File: src/rtl/parking_gate_ctrl.sv
// Parking gate front-end: conditions the raw gate sensors and badge readers,
// runs the entrance/exit barrier FSMs, emits clean one-cycle car_entered /
// car_exited events and keeps the time of day for the occupancy block.
module parking_gate_ctrl #(
    parameter int DEBOUNCE_CYCLES = 4,
    parameter int GATE_TIMEOUT    = 50,
    parameter int TIMER_W         = 8
) (
    input  logic       clk,
    input  logic       rst,
    input  logic       tick_minute,
    input  logic       ent_sensor,
    input  logic       ent_badge,
    input  logic       ex_sensor,
    input  logic       ex_badge,
    input  logic       uni_is_vacated_space,
    input  logic       is_vacated_space,
    output logic       car_entered,
    output logic       is_uni_car_entered,
    output logic       car_exited,
    output logic       is_uni_car_exited,
    output logic [5:0] current_hour,
    output logic [5:0] current_minute,
    output logic       ent_gate_open,
    output logic       ex_gate_open,
    output logic       ent_denied
);

    localparam logic [TIMER_W-1:0] DB_LAST = TIMER_W'(DEBOUNCE_CYCLES - 1);
    localparam logic [TIMER_W-1:0] TO_LAST = TIMER_W'(GATE_TIMEOUT - 1);

    typedef enum logic [2:0] {
        ENT_IDLE, ENT_DECIDE, ENT_OPEN, ENT_DENY, ENT_CLEAR
    } ent_st_t;

    typedef enum logic [1:0] {
        EX_IDLE, EX_OPEN, EX_CLEAR
    } ex_st_t;

    // raw inputs packed as {ex_badge, ex_sensor, ent_badge, ent_sensor}
    logic [3:0]              w_raw;
    logic [3:0]              r_sync1, r_sync2;
    // index 0 = entrance sensor, 1 = exit sensor
    logic [1:0]              w_sens_s;
    logic [1:0][TIMER_W-1:0] r_db_cnt;
    logic [1:0]              r_filt, r_filt_d;
    logic [1:0]              w_rise, w_fall;

    ent_st_t                 r_ent_st, w_ent_nxt;
    ex_st_t                  r_ex_st, w_ex_nxt;
    logic [TIMER_W-1:0]      r_ent_tmr, r_ex_tmr;
    logic                    r_ent_uni, r_ex_uni;
    logic                    w_ent_latch, w_ex_latch;
    logic                    w_ent_req, w_ex_req;
    logic                    r_pend, r_pend_uni;
    logic [5:0]              r_min, r_hour;

    assign w_raw    = {ex_badge, ex_sensor, ent_badge, ent_sensor};
    assign w_sens_s = {r_sync2[2], r_sync2[0]};
    assign w_rise   = r_filt & ~r_filt_d;
    assign w_fall   = ~r_filt & r_filt_d;

    // two-flop synchronizer for every asynchronous sensor/badge input
    always_ff @(posedge clk or posedge rst) begin
        if (rst) begin
            r_sync1 <= '0;
            r_sync2 <= '0;
        end else begin
            r_sync1 <= w_raw;
            r_sync2 <= r_sync1;
        end
    end

    // debounce: accept a new level only after it has been stable long enough;
    // any return to the filtered level restarts the count
    always_ff @(posedge clk or posedge rst) begin
        if (rst) begin
            r_db_cnt <= '0;
            r_filt   <= '0;
            r_filt_d <= '0;
        end else begin
            r_filt_d <= r_filt;
            for (int i = 0; i < 2; i++) begin
                if (w_sens_s[i] != r_filt[i]) begin
                    if (r_db_cnt[i] == DB_LAST) begin
                        r_filt[i]   <= w_sens_s[i];
                        r_db_cnt[i] <= '0;
                    end else begin
                        r_db_cnt[i] <= r_db_cnt[i] + 1'b1;
                    end
                end else begin
                    r_db_cnt[i] <= '0;
                end
            end
        end
    end

    // time of day: minute 0..59, hour 0..23
    always_ff @(posedge clk or posedge rst) begin
        if (rst) begin
            r_min  <= '0;
            r_hour <= '0;
        end else if (tick_minute) begin
            if (r_min == 6'd59) begin
                r_min  <= '0;
                r_hour <= (r_hour == 6'd23) ? 6'd0 : r_hour + 1'b1;
            end else begin
                r_min <= r_min + 1'b1;
            end
        end
    end

    // FSM state registers
    always_ff @(posedge clk or posedge rst) begin
        if (rst) begin
            r_ent_st <= ENT_IDLE;
            r_ex_st  <= EX_IDLE;
        end else begin
            r_ent_st <= w_ent_nxt;
            r_ex_st  <= w_ex_nxt;
        end
    end

    // entrance next-state: vacancy flags only matter in DECIDE
    always_comb begin
        w_ent_nxt   = r_ent_st;
        w_ent_req   = 1'b0;
        w_ent_latch = 1'b0;
        case (r_ent_st)
            ENT_IDLE: begin
                if (w_rise[0]) begin
                    w_ent_latch = 1'b1;
                    w_ent_nxt   = ENT_DECIDE;
                end
            end
            ENT_DECIDE: begin
                // a car gone before the decision just returns to idle
                if (w_fall[0])
                    w_ent_nxt = ENT_IDLE;
                else if (r_ent_uni ? uni_is_vacated_space : is_vacated_space)
                    w_ent_nxt = ENT_OPEN;
                else
                    w_ent_nxt = ENT_DENY;
            end
            ENT_OPEN: begin
                if (w_fall[0]) begin
                    w_ent_req = 1'b1;
                    w_ent_nxt = ENT_IDLE;
                end else if (r_ent_tmr == TO_LAST) begin
                    w_ent_nxt = ENT_CLEAR;
                end
            end
            ENT_DENY, ENT_CLEAR: begin
                if (w_fall[0])
                    w_ent_nxt = ENT_IDLE;
            end
            default: w_ent_nxt = ENT_IDLE;
        endcase
    end

    // exit next-state: exit is always granted
    always_comb begin
        w_ex_nxt   = r_ex_st;
        w_ex_req   = 1'b0;
        w_ex_latch = 1'b0;
        case (r_ex_st)
            EX_IDLE: begin
                if (w_rise[1]) begin
                    w_ex_latch = 1'b1;
                    w_ex_nxt   = EX_OPEN;
                end
            end
            EX_OPEN: begin
                if (w_fall[1]) begin
                    w_ex_req = 1'b1;
                    w_ex_nxt = EX_IDLE;
                end else if (r_ex_tmr == TO_LAST) begin
                    w_ex_nxt = EX_CLEAR;
                end
            end
            EX_CLEAR: begin
                if (w_fall[1])
                    w_ex_nxt = EX_IDLE;
            end
            default: w_ex_nxt = EX_IDLE;
        endcase
    end

    // open-gate timeout counters (zero whenever the gate is not open) and badge latches
    always_ff @(posedge clk or posedge rst) begin
        if (rst) begin
            r_ent_tmr <= '0;
            r_ex_tmr  <= '0;
            r_ent_uni <= 1'b0;
            r_ex_uni  <= 1'b0;
        end else begin
            r_ent_tmr <= (r_ent_st == ENT_OPEN) ? r_ent_tmr + 1'b1 : '0;
            r_ex_tmr  <= (r_ex_st == EX_OPEN) ? r_ex_tmr + 1'b1 : '0;
            if (w_ent_latch) r_ent_uni <= r_sync2[1];
            if (w_ex_latch)  r_ex_uni  <= r_sync2[3];
        end
    end

    // event stage: exit wins a same-cycle collision, entry waits one cycle
    always_ff @(posedge clk or posedge rst) begin
        if (rst) begin
            car_entered        <= 1'b0;
            is_uni_car_entered <= 1'b0;
            car_exited         <= 1'b0;
            is_uni_car_exited  <= 1'b0;
            r_pend             <= 1'b0;
            r_pend_uni         <= 1'b0;
        end else begin
            car_exited        <= w_ex_req;
            is_uni_car_exited <= w_ex_req & r_ex_uni;
            car_entered        <= 1'b0;
            is_uni_car_entered <= 1'b0;
            if (r_pend) begin
                car_entered        <= 1'b1;
                is_uni_car_entered <= r_pend_uni;
                r_pend             <= 1'b0;
            end else if (w_ent_req && w_ex_req) begin
                r_pend     <= 1'b1;
                r_pend_uni <= r_ent_uni;
            end else if (w_ent_req) begin
                car_entered        <= 1'b1;
                is_uni_car_entered <= r_ent_uni;
            end
        end
    end

    assign current_minute = r_min;
    assign current_hour   = r_hour;
    assign ent_gate_open  = (r_ent_st == ENT_OPEN);
    assign ent_denied     = (r_ent_st == ENT_DENY);
    assign ex_gate_open   = (r_ex_st == EX_OPEN);

endmodule

File: config.mk
export PLATFORM = sky130hd
export DESIGN_NAME = parking_gate_ctrl
export DESIGN_NICKNAME = d
export VERILOG_FILES = /design/src/rtl/parking_gate_ctrl.sv
export SDC_FILE = /design/constraint.sdc
export NUM_CORES = 1
export LEC_CHECK = 0
export ABC_CLOCK_PERIOD_IN_PS = 2800
export CAP_MARGIN = 20
export CORE_ASPECT_RATIO = 1.25
export CORE_UTILIZATION = 40
export CTS_CLUSTER_SIZE = 10
export DETAILED_ROUTE_END_ITERATION = 8
export MAX_ROUTING_LAYER = met4
export PLACE_DENSITY = 0.64
export SLEW_MARGIN = 0
export SYNTH_ARGS = -nofsm -noshare
export SYNTH_HDL_FRONTEND = slang
export SYNTH_SLANG_ARGS = --single-unit
File: constraint.sdc
create_clock -name clk -period 2.8 [get_ports clk]
set_input_delay 0.7 -clock clk [delete_from_list [all_inputs] [get_ports clk]]
set_output_delay 0.7 -clock clk [all_outputs]
set_load 0.005 [all_outputs]
After elaboration in Yosys (flattened, before gate mapping)
Cells that the tools add are included.

Equality and inequality tests: 20. Add/subtract/negate cells: 6. Reduce and logical (&&, ||, !) cells: 10. Bitwise operators: 6. Muxes and demuxes: 37.

Operator list (count): 8-bit two-way mux (6); 8-bit by 1-bit adder with 8-bit output, second input constant (4); 1-bit two-way mux (18); 8-bit by 2-bit equality test with 1-bit output, second input constant (2); 8-bit by 6-bit equality test with 1-bit output, second input constant (2); 6-bit by 1-bit adder with 6-bit output, second input constant (2); 3-bit two-way mux (4); 6-bit two-way mux (2); 3-bit one-hot mux with 4 select lines (1); 2-bit two-way mux (5); 2-bit != test, second input constant (4); 2-bit AND reduction (4); 3-bit by 2-bit equality test with 1-bit output, second input constant (2); 6-bit by 5-bit equality test with 1-bit output, second input constant (1); 6-bit equality test, second input constant (1); 3-bit by 1-bit != test with 1-bit output, second input constant (2); 2-bit one-hot mux with 3 select lines (1); 3-bit AND reduction (2); 2-bit bitwise AND (2); 2-bit inverter (2); 3-bit by 1-bit equality test with 1-bit output, second input constant (1); 3-bit equality test, second input constant (1); 3-bit logical NOT (1); 2-bit by 1-bit equality test with 1-bit output, second input constant (1); 7 further kinds (8).

Logic and storage cells: 100. Bits of input ports: 9. Register bits: 69. Output and inout bits: 19.

Logic depth before layout (Yosys ltp)
Word-level depth: 7. Mapped depth: 6.

Worst setup path before layout
Ideal clock, no wire load.

Path type: input -> register. Start: input port tick_minute. End: register r_hour[1], in the netlist current_hour[1]. Required time: 2675 ps. Stages on the path: 4. Buffers on the path: 1. Arrival time: 1502 ps. Slack: 1173 ps. Cells stage by stage: nand2_1 > nor4_2 > buf_4 > mux2_2.

Word-level cells in the longest chain between the ends: 1.

Ends and longest elaborated chain: start, declared (RTL line 11) `input logic tick_minute,`; 2-bit AND reduction (no source line); end signal, assigned (RTL line 106) `r_hour <= (r_hour == 6'd23) ? 6'd0 : r_hour + 1'b1;`; end, declared (RTL line 56) `logic [5:0] r_min, r_hour;`.

No other way between the ends. A chain may end at the register's enable or synchronous reset.

Worst setup path in the final report
Start: register r_ent_st[2]. End: output port ent_gate_open.

Word-level cells in the longest chain between the ends: 1.

Ends and longest elaborated chain: start, declared (RTL line 49) `ent_st_t r_ent_st, w_ent_nxt;`; start signal, assigned (RTL line 119) `r_ent_st <= w_ent_nxt;`; 3-bit by 2-bit equality test with 1-bit output (RTL line 234) `assign ent_gate_open = (r_ent_st == ENT_OPEN);`; end, declared (RTL line 24) `output logic ent_gate_open,`.

No other way between the ends.

==> impl_metrics.tcl <==
set metrics [dict create \
    final_cell_area_mm2 0.00362 \
    rsz0062_at_grt "no" \
    min_from "r_sync1[0]" \
    die_h_um 98.8 \
    finalClockSkew_ps 15.2 \
    hold_path_class "reg -> reg" \
    insertion_delay_ps 340 \
    coreArea_mm2 0.00710 \
    grt_pass1_wl_um 8740 \
    worstPathRequired_ps 2100 \
    portBuffers 27 \
    fmax_mhz 413 \
    routedWlPerCell_um 12.3 \
    final.setup.tns_ps 0 \
    worst-setup-path-type "reg -> out" \
    drt_iter0_drc 70 \
    finalCritPeriodShare_pct 86.5 \
    min_period_ps 2420 \
    startpoint_type "flop" \
    post_cts_buffers 0 \
    tightest_slew_ps 411 \
    timing.final.ws_setup_ps 377 \
    cts_root_buffer "clkbuf_8" \
    maxCapViolCount 0 \
    outcome "finished clean" \
    vias 1953 \
    post-place-cells 382 \
    clk_pin_slew_ps 80 \
    grt_use_total_pct 15.1 \
    cts_hold_buf 0 \
    htree_levels 3 \
    most-common-layout-cells "dfrtp_1, nor2_1, clkdlybuf4s50_1" \
    via_per_inst 4.91 \
    synthTopCellsByArea "dfrtp_1, xor2_1, nor2_1, ha_1, xnor2_1" \
    numCtsBuffers 9 \
    syn_area_per_cell_um2 11.3 \
    worstReg2RegStart "r_ex_st[1]" \
    rows 34 \
    power.leakage_uw 0.00161 \
    dpl_cell_area_mm2 0.00339 \
    async_reset_ff_share_pct 100 \
    setup_viol 0 \
    drc 0 \
    cts_tree "yes" \
    place_ws_ps 530 \
    clk_path_buf_depth 2 \
    final_common_cell "dfrtp_1" \
    detail-route-antenna-nets 0 \
    cp-end-kind "output pin" \
    hold_viol 0 \
    drt-pass1-iter-count 4 \
    ir_drop_mv 0.428 \
    dominantRegCellSynth "dfrtp_1" \
    yosys.area.top_type "dfrtp_1" \
    synth_top_area_share_pct 57.6 \
    num_antenna_cells 0 \
    wl_um 4910 \
    gp_congestion 0.768 \
    holdWs_ps 353 \
    cp_max_fo 9 \
    synth_nets 285 \
    fp.dieW_um 79.5 \
    place_hpwl_um 3320 \
    grt_pass1_vias 1987 \
    crit_start "r_ent_st[2]" \
    synth_warnings 0 \
    grt_start_max_net_pins 70 \
    area_growth_pct 20.7 \
    power.density_mw_per_mm2 841 \
    grt.overflow.total 0 \
    slew_headroom_pct 72.3 \
    layout-drive-gt1-share_pct 11.0 \
    synth-edff-count 0 \
    drv_slew 0 \
    num_io_pins 28 \
    instances_no_fill 398 \
    nets 322 \
    synthCells 266 \
    synth_seq_cells 69 \
    clock-sinks 69 \
    ys_types 40 \
    crit_arrival_ps 1720 \
    initial_core_util_pct 42.2 \
    post_cts_resize_count 0 \
    syn-cell-area_mm2 0.00300 \
    yosysSeqAreaShare_pct 57.6 \
    die_area_mm2 0.00785 \
    antenna_found_initial 0 \
]
==> state kept, by name (all words and copies together), names as in the netlist, 2 cells and up <==
register,flops
r_db_cnt,16
r_ent_tmr,8
r_ex_tmr,8
current_hour,6
current_minute,6
r_sync1,4
r_sync2,4
r_ent_st,3
r_ex_st,2
r_filt,2
r_filt_d,2
==> kinds of logic after synthesis <==
group	synth area share (%)
mux	4.05
xor+xnor	8.76
simple gates	20.2
compound gates	3.34
flops	57.6
fa+ha+maj	4.17
buf+inv	1.88
==> metal layers <==
metal | share of wire (%) | global-route usage [%]
met3 | 3.7 | 5.28
met1 | 48 | 17.6
met2 | 47 | 23.3
met4 | 1.4 | 6.29
met5 | 0 | -
==> worst max-delay path, cell delays in order, from the launching register on <==
cell and delay [ps]:
dfrtp_1 430, nor2_1 200, nand2_2 160, inv_1 100, clkdlybuf4s50_1 490
==> through the flow <==
stage / total power, uW / utilization (%)
2_1_floorplan: 1850 / -
3_3_place_gp: 2130 / 47.7
3_5_place_dp: 2150 / 47.7
4_1_cts: 3090 / 50.9
5_1_grt: 3260 / 50.9
6_report: 3040 / 50.9
==> worst paths after layout <==
| check | end | slack, ps | depth (start not counted) |
|---|---|---|---|
| worst max-delay path | ent_gate_open | 380 | 4 |
| worst min-delay path | r_sync2[0] | 350 | 0 |
| worst max register to register | r_pend_uni | 1090 | 5 |
| worst min register to register | r_sync2[0] | 350 | 0 |
| max in group asynchronous | r_ex_st[1] | 1760 | 3 |
| min in group asynchronous | r_sync2[1] | 740 | 3 |
==> report_power, final <==
group / internal, uW / switching (uW)
clock: 552 / 374
combinational: 372 / 324
sequential: 1190 / 228
==> synth_stat cells, types with 3 or more instances <==
library cell	instances
a21oi_1	6
and2_1	5
and3_1	6
dfrtp_1	69
ha_1	10
inv_1	7
mux2_2	8
nand2_1	20
nand3_1	14
nand4_1	7
nor2_1	39
nor2b_1	3
nor3_1	8
nor4b_1	3
o21ai_0	4
xnor2_1	12
xor2_1	18
==> layout make-up <==
| class | count | area [um^2] |
|---|---|---|
| Clock inverter | 5 | 81.3 |
| Fill cell | 635 | 3490 |
| Multi-Input combinational cell | 186 | 1220 |
| Inverter | 8 | 32.5 |
| Sequential cell | 69 | 1730 |
| Timing Repair Buffer | 29 | 298 |
| Tap cell | 90 | 113 |
| Clock buffer | 11 | 151 |
Note: power is estimated with default switching activity, not from simulation.
